[src/rtl/miner_nonce_ctrl.sv]
// Nonce search controller for a double-SHA-256 mining core.
// Walks nonces, issues one hash at a time, compares digest to target.
module miner_nonce_ctrl #(
   parameter logic [31:0] NONCE_LIMIT = 32'hFFFFFFFF
) (
   input  logic         clk,
   input  logic         rst,
   input  logic         start,
   input  logic         config_use_nonce_in,
   input  logic         config_oneshot,
   input  logic [31:0]  nonce_in,
   input  logic [31:0]  bits,
   output logic         hash_req_valid,
   input  logic         hash_req_ready,
   output logic [31:0]  header_nonce,
   input  logic         hash_rsp_valid,
   input  logic [255:0] hash_rsp_data,
   output logic [31:0]  nonce,
   output logic         done,
   output logic         nonce_found,
   output logic         busy
);

   localparam logic [1:0] IDLE = 2'd0;
   localparam logic [1:0] REQ  = 2'd1;
   localparam logic [1:0] WAIT = 2'd2;
   localparam logic [1:0] CMP  = 2'd3;

   logic [1:0]   state;
   logic [31:0]  cur_nonce;
   logic [255:0] target;
   logic [255:0] digest;
   logic [255:0] tgt_next;
   logic [7:0]   exp_b;
   logic [22:0]  man;
   logic [7:0]   shl;
   logic         hit;

   assign exp_b = bits[31:24];
   assign man   = bits[22:0];
   assign shl   = (exp_b - 8'd3) << 3;

   assign hash_req_valid = (state == REQ);
   assign header_nonce   = cur_nonce;
   assign busy           = (state != IDLE);
   assign hit            = (digest <= target);

   // Expand the compact difficulty encoding into a 256-bit target
   always_comb begin
      tgt_next = '0;
      if (bits[23] || (man == 23'd0)) begin
         tgt_next = '0;
      end else if (exp_b <= 8'd3) begin
         case (exp_b[1:0])
            2'd1:    tgt_next = {233'd0, man} >> 16;
            2'd2:    tgt_next = {233'd0, man} >> 8;
            2'd3:    tgt_next = {233'd0, man};
            default: tgt_next = '0;
         endcase
      end else if (exp_b <= 8'd32) begin
         tgt_next = {233'd0, man} << shl;
      end else begin
         tgt_next = '1;
      end
   end

   // Search FSM: issue request, wait for digest, compare, advance
   always_ff @(posedge clk or posedge rst) begin
      if (rst) begin
         state       <= IDLE;
         cur_nonce   <= '0;
         target      <= '0;
         digest      <= '0;
         nonce       <= '0;
         done        <= 1'b0;
         nonce_found <= 1'b0;
      end else begin
         case (state)
            IDLE: begin
               if (start) begin
                  target      <= tgt_next;
                  cur_nonce   <= config_use_nonce_in ? nonce_in : 32'd0;
                  done        <= 1'b0;
                  nonce_found <= 1'b0;
                  state       <= REQ;
               end
            end
            REQ: begin
               if (hash_req_ready) state <= WAIT;
            end
            WAIT: begin
               if (hash_rsp_valid) begin
                  digest <= hash_rsp_data;
                  state  <= CMP;
               end
            end
            default: begin
               if (hit) begin
                  nonce       <= cur_nonce;
                  nonce_found <= 1'b1;
                  done        <= 1'b1;
                  state       <= IDLE;
               end else if (config_oneshot || (cur_nonce == NONCE_LIMIT)) begin
                  nonce       <= cur_nonce;
                  nonce_found <= 1'b0;
                  done        <= 1'b1;
                  state       <= IDLE;
               end else begin
                  cur_nonce <= cur_nonce + 32'd1;
                  state     <= REQ;
               end
            end
         endcase
      end
   end

endmodule

[config.mk]
export PLATFORM = sky130hd
export DESIGN_NAME = miner_nonce_ctrl
export DESIGN_NICKNAME = d
export VERILOG_FILES = /design/src/rtl/miner_nonce_ctrl.sv
export SDC_FILE = /design/constraint.sdc
export NUM_CORES = 2
export LEC_CHECK = 0
export CORE_MARGIN = 1.5
export CORE_UTILIZATION = 52
export CTS_BUF_LIST = sky130_fd_sc_hd__clkbuf_4 sky130_fd_sc_hd__clkbuf_8
export CTS_CLUSTER_SIZE = 28
export DETAILED_ROUTE_END_ITERATION = 8
export GPL_TIMING_DRIVEN = 0
export PLACE_DENSITY = 0.9
export SYNTH_ARGS = -nofsm -noshare
export SYNTH_HDL_FRONTEND = slang
export SYNTH_SLANG_ARGS = --single-unit
[constraint.sdc]
create_clock -name clk -period 21.2 [get_ports clk]
set_input_delay 4.24 -clock clk [delete_from_list [all_inputs] [get_ports clk]]
set_output_delay 4.24 -clock clk [all_outputs]
set_load 0.005 [all_outputs]
After elaboration in Yosys (flattened, before gate mapping) --
Cells that the tools add are included.
Word-level totals: register bits 580, bits in latches 0, RAM bits 0, memory bits (read-only) 0, output and inout port bits 68, memories kept 0
Operators by class: add/subtract/negate cells 2, $mul 0, div/mod/pow operators 0, $lt $le $gt $ge 3, equality and inequality tests 11, shifts and indexed selects 1, mux-type cells 24, bitwise logic cells 2, reductions and logical operators 15
Operators with widths (count):
- $mux W256 | 3
- $le A256 B256 Y1 | 1
- $shl A23 B8 Y256 | 1
- $mux W32 | 6
- $pmux W23 S3 | 1
- $pmux W32 S2 | 1
- $add A32 B1 Y32 const B | 1
- $eq A32 B32 Y1 const B | 1
- $logic_not A23 Y1 | 1
- $le A8 B2 Y1 const B | 1
- $le A8 B6 Y1 const B | 1
- $mux W1 | 7
- $eq A2 B2 Y1 const B | 3
- $mux W2 | 3
- $ne A2 B1 Y1 const B | 3
- $pmux W2 S3 | 1
- $reduce_and A2 Y1 | 3
- $reduce_and A3 Y1 | 2
- $sub A5 B2 Y5 const B | 1
- $eq A2 B1 Y1 const B | 2
- $ne A2 B2 Y1 const B | 2
- $pmux W1 S2 | 2
- $reduce_and A4 Y1 | 1
- $reduce_bool A2 Y1 | 2
- 6 further kinds | 8

Logic depth before layout (Yosys ltp) --
word-level depth 5, depth in mapped cells 15

Least setup slack after synthesis --
Ideal clock, no wire load.
kind input port to flip-flop, from input port bits[24], to register target[136], setup time 0.077 ns, arrival time 6.238 ns, required time 21.123 ns, path slack 14.884 ns, stages on the path 9, path buffers 3, path through clkbuf_1 inv_1 ha_1 clkbuf_1 clkbuf_1 nand3_1 nor2_1 a221oi_1 o21ai_1
On the way: word-level cells in the longest chain between the ends 5
Ends and longest elaborated chain:
- from (decl) | RTL line 12 | input logic [31:0] bits,
- $sub A5 B2 Y5 | RTL line 41 | assign shl = (exp_b - 8'd3) << 3;
- $shl A23 B8 Y256 | RTL line 61 | tgt_next = {233'd0, man} << shl;
- $mux W256 | RTL line 60 | end else if (exp_b <= 8'd32) begin
- $mux W256 * | RTL line 53 | end else if (exp_b <= 8'd3) begin
- $mux W256 * | RTL line 51 | if (bits[23] || (man == 23'd0)) begin
- to (signal assigned) | RTL line 81 | target <= tgt_next;
- to (decl) | RTL line 31 | logic [255:0] target;
Every way passes the cells marked *; elsewhere a longest branch is shown, timed or not. A chain may end at the register's enable or synchronous reset.

Worst setup path in the final report --
from input port bits[25], to register target[40]
Same word-level chain as after synthesis.

==> flow_metrics.env <==
export IMPL_maxCapViolations=2
export IMPL_die_area_sq_mm=0.0622
export IMPL_numCtsBuffers=96
export IMPL_setup_viol=0
export IMPL_hpwlAfterDp_um=78700
export IMPL_syn_cell_area_sq_mm=0.0316
export IMPL_grt_pass1_vias=27700
export IMPL_powerDensity_mw_per_mm2=144
export IMPL_n_fill_cell=4461
export IMPL_insertion_delay_ns=0.73
export IMPL_clkTransAtPathRegs_ns=0.07
export IMPL_worst_pin_slew_ns=1.54
export IMPL_register_area_sq_mm=0.0145
export IMPL_portBuffers=378
export IMPL_use_met2_pct=53.6
export IMPL_postCtsSetupBuffers=0
export IMPL_core_region_area_sq_mm=0.0601
export IMPL_dieHeight_um=249
export IMPL_worst_ep_required_time_ns=21.81
export IMPL_crit_arrival_ns=8.44
export IMPL_leakagePower_uw=0.0172
export IMPL_overflow=0
export IMPL_layout_setup_ws_ns=13.36
export IMPL_grtUsageMet1_pct=41.7
export IMPL_rsz0062_at_grt="false"
export IMPL_syn_num_nets=3647
export IMPL_cts_tree="built"
export IMPL_yosysWarnings=0
export IMPL_start_kind="input port"
export IMPL_finalMaxSlewViolations=13
export IMPL_synthArstFlopShare_pct=100
export IMPL_rrSetupSlack_ns=16.67
export IMPL_seq_power_share_pct=36.3
export IMPL_nets=4134
export IMPL_relSlewSlack_pct=-2.57
export IMPL_swShare_pct=38.6
export IMPL_grt_busiest_layer="met2"
export IMPL_syn_avg_cell_area_sq_um=10.3
export IMPL_combPwrFrac_pct=43.6
export IMPL_track_usage_pct=33.6
export IMPL_min_path_type="flop to flop"
export IMPL_gp_congestion=0.997
export IMPL_ys_seq_elements=580
export IMPL_p_total_uw=5590
export IMPL_synth_area_top_cells="dfrtp_1 46%, ha_1 11%, mux2_2 9.5%"
export IMPL_postPlaceCellArea_sq_mm=0.0365
export IMPL_routedWlPerCell_um=23.9
export IMPL_drive_above_1_share_pct=14.6
export IMPL_drc_errors=0
export IMPL_top_level_ports=395
export IMPL_ys_types=77
export IMPL_cp_slowest_cell="a31oi_1"
export IMPL_vias=27600
export IMPL_antenna_found_initial=16
export IMPL_first_pass_iters=9
export IMPL_criticalPathCategory="input port to flop"
export IMPL_initial_core_util_pct=52.5
export IMPL_status="finished with violations"
export IMPL_drt_iter0_drc=2867
export IMPL_path_cells="clkdlybuf4s50_1, ha_1, clkbuf_1, xnor2_1, nor2_1, a31oi_1, o21ai_0, a22o_1"
export IMPL_postCtsHoldBufs=0
export IMPL_avgViaCountPerCell=6.24
export IMPL_stdcell_area_sq_mm=0.0388
export IMPL_clk_path_buf_depth=3
export IMPL_synth_top_area_share_pct=46.0
export IMPL_p_sw_uw=2160
export IMPL_clock_sinks=580
export IMPL_syn_instance_count=3054
export IMPL_die_x_um=249
export IMPL_postRouteAntennaNets=0
export IMPL_setup_tns_ns=0
export IMPL_cp_slowest_stage_delay_ns=1.21
export IMPL_clock_skew_ns=0.0420
export IMPL_p_int_uw=3430
export IMPL_yosysSeqAreaShare_pct=46.0
export IMPL_pre_cts_slack_ns=12.84
export IMPL_violations="capacitance limit, slew limit"
export IMPL_use_met3_pct=8.51
export IMPL_crit_path_max_fanout=10
export IMPL_hold_ws_ns=0.486
export IMPL_synth_edff_count=0
export IMPL_cts_root_buf="clkbuf_8"
export IMPL_grt_pass1_wl_um=160000
export IMPL_period_minus_slack_ns=7.84
export IMPL_rows=90
export IMPL_synth_most_common_cell="dfrtp_1"
export IMPL_areaGrowthSynthToFinish_pct=22.8
export IMPL_ys_flop_type="dfrtp_1"
export IMPL_multi_input_area_sq_mm=0.0153
export IMPL_drt_total_wl_um=106000
export IMPL_yosysTopAreaCell="dfrtp_1"
export IMPL_synthTopCellsByCount="580 x dfrtp_1, 314 x o21ai_0, 273 x inv_1, 266 x ha_1, 266 x mux2_2"
export IMPL_period_share_pct=37.0
export IMPL_power_share_clock_pct=20.1
export IMPL_max_freq_mhz=128
export IMPL_peakVddDrop_mv=0.0776
export IMPL_hold_viol=0
export IMPL_grt_max_degree=123
export IMPL_post_cts_resized=0
export IMPL_cts_htree_levels=3
export IMPL_end_kind="flop"
power by group through the flow:
stage	registers, uW	logic (uW)	clock network (uW)
floorplan	1870	1690	0
global placement	2000	2210	0
detailed placement	2020	2370	0
CTS	2010	2400	1130
global route	2070	2690	1180
finish	2030	2440	1120
flip-flops by register name (all words and copies together) (netlist names):
| signal | flops |
|---|---|
| nonce_found | 1 |
| target | 256 |
| digest | 256 |
| done | 1 |
| state | 2 |
| nonce | 32 |
| header_nonce | 32 |
cell families after synthesis:
logic type / count (synthesis) / share of synthesized area (%)
buf+inv: 457 / 5.61
fa+ha+maj: 266 / 10.5
mux: 313 / 11.4
simple gates: 542 / 8.19
compound gates: 890 / 18.1
xor+xnor: 6 / 0.166
flops: 580 / 46.0
cell type report:
type                            count  area share [%]
Multi-Input combinational cell   2017            39.5
Sequential cell                   580            37.4
Timing Repair Buffer              389            10.2
Clock buffer                      144            4.69
Inverter                          274            2.67
Tap cell                          782            2.52
Buffer                            183            1.91
Clock inverter                     32           0.943
Antenna cell                       12          0.0775
critical path: cells and delay by family:
family	cells	cell delay, ns
xor+xnor	1	1.01
fa+ha+maj	1	0.24
compound gates	3	1.83
simple gates	1	0.37
buf+inv	2	0.76
final timing paths:
kind,from,to,cells after the start
worst max-delay path,bits[25],target[40],8
worst min-delay path,target[101],target[101],2
worst max register to register,target[255],header_nonce[19],14
worst min register to register,target[101],target[101],2
max in group asynchronous,rst,digest[29],4
min in group asynchronous,rst,target[178],2
routing by layer:
layer,up-vias,share of wire (%)
met4,10,6.4
met2,1770,46
met5,-,0.067
met1,13300,38
li1,12000,-
met3,437,10
through the flow:
stage / std cells / util [%]
2_1_floorplan: 3054 / -
3_3_place_gp: 4214 / 60.4
3_5_place_dp: 4224 / 60.8
4_1_cts: 4400 / 64.4
5_1_grt: 4409 / 64.4
6_report: 4413 / 64.5
cell usage in the layout (no fill, tap or decap), types with 14 or more instances in the layout:
master and count:
dfrtp_1 580, clkdlybuf4s50_1 378, o21ai_0 314, inv_1 272
mux2_2 266, ha_1 266, nand2_1 237, a21oi_1 212
a22o_1 158, clkbuf_1 157, clkbuf_8 118, nor2_1 81
nand4_1 64, nand3_1 42, nor3_1 34, mux2_4 29
clkbuf_4 26, a21o_1 24, nor4_1 23, a22oi_1 18
a221oi_1 18, a32o_1 17, mux2i_1 16, clkinv_2 16
a211oi_1 14, a31oi_1 14
No activity file was read; power rests on OpenSTA's default activity.
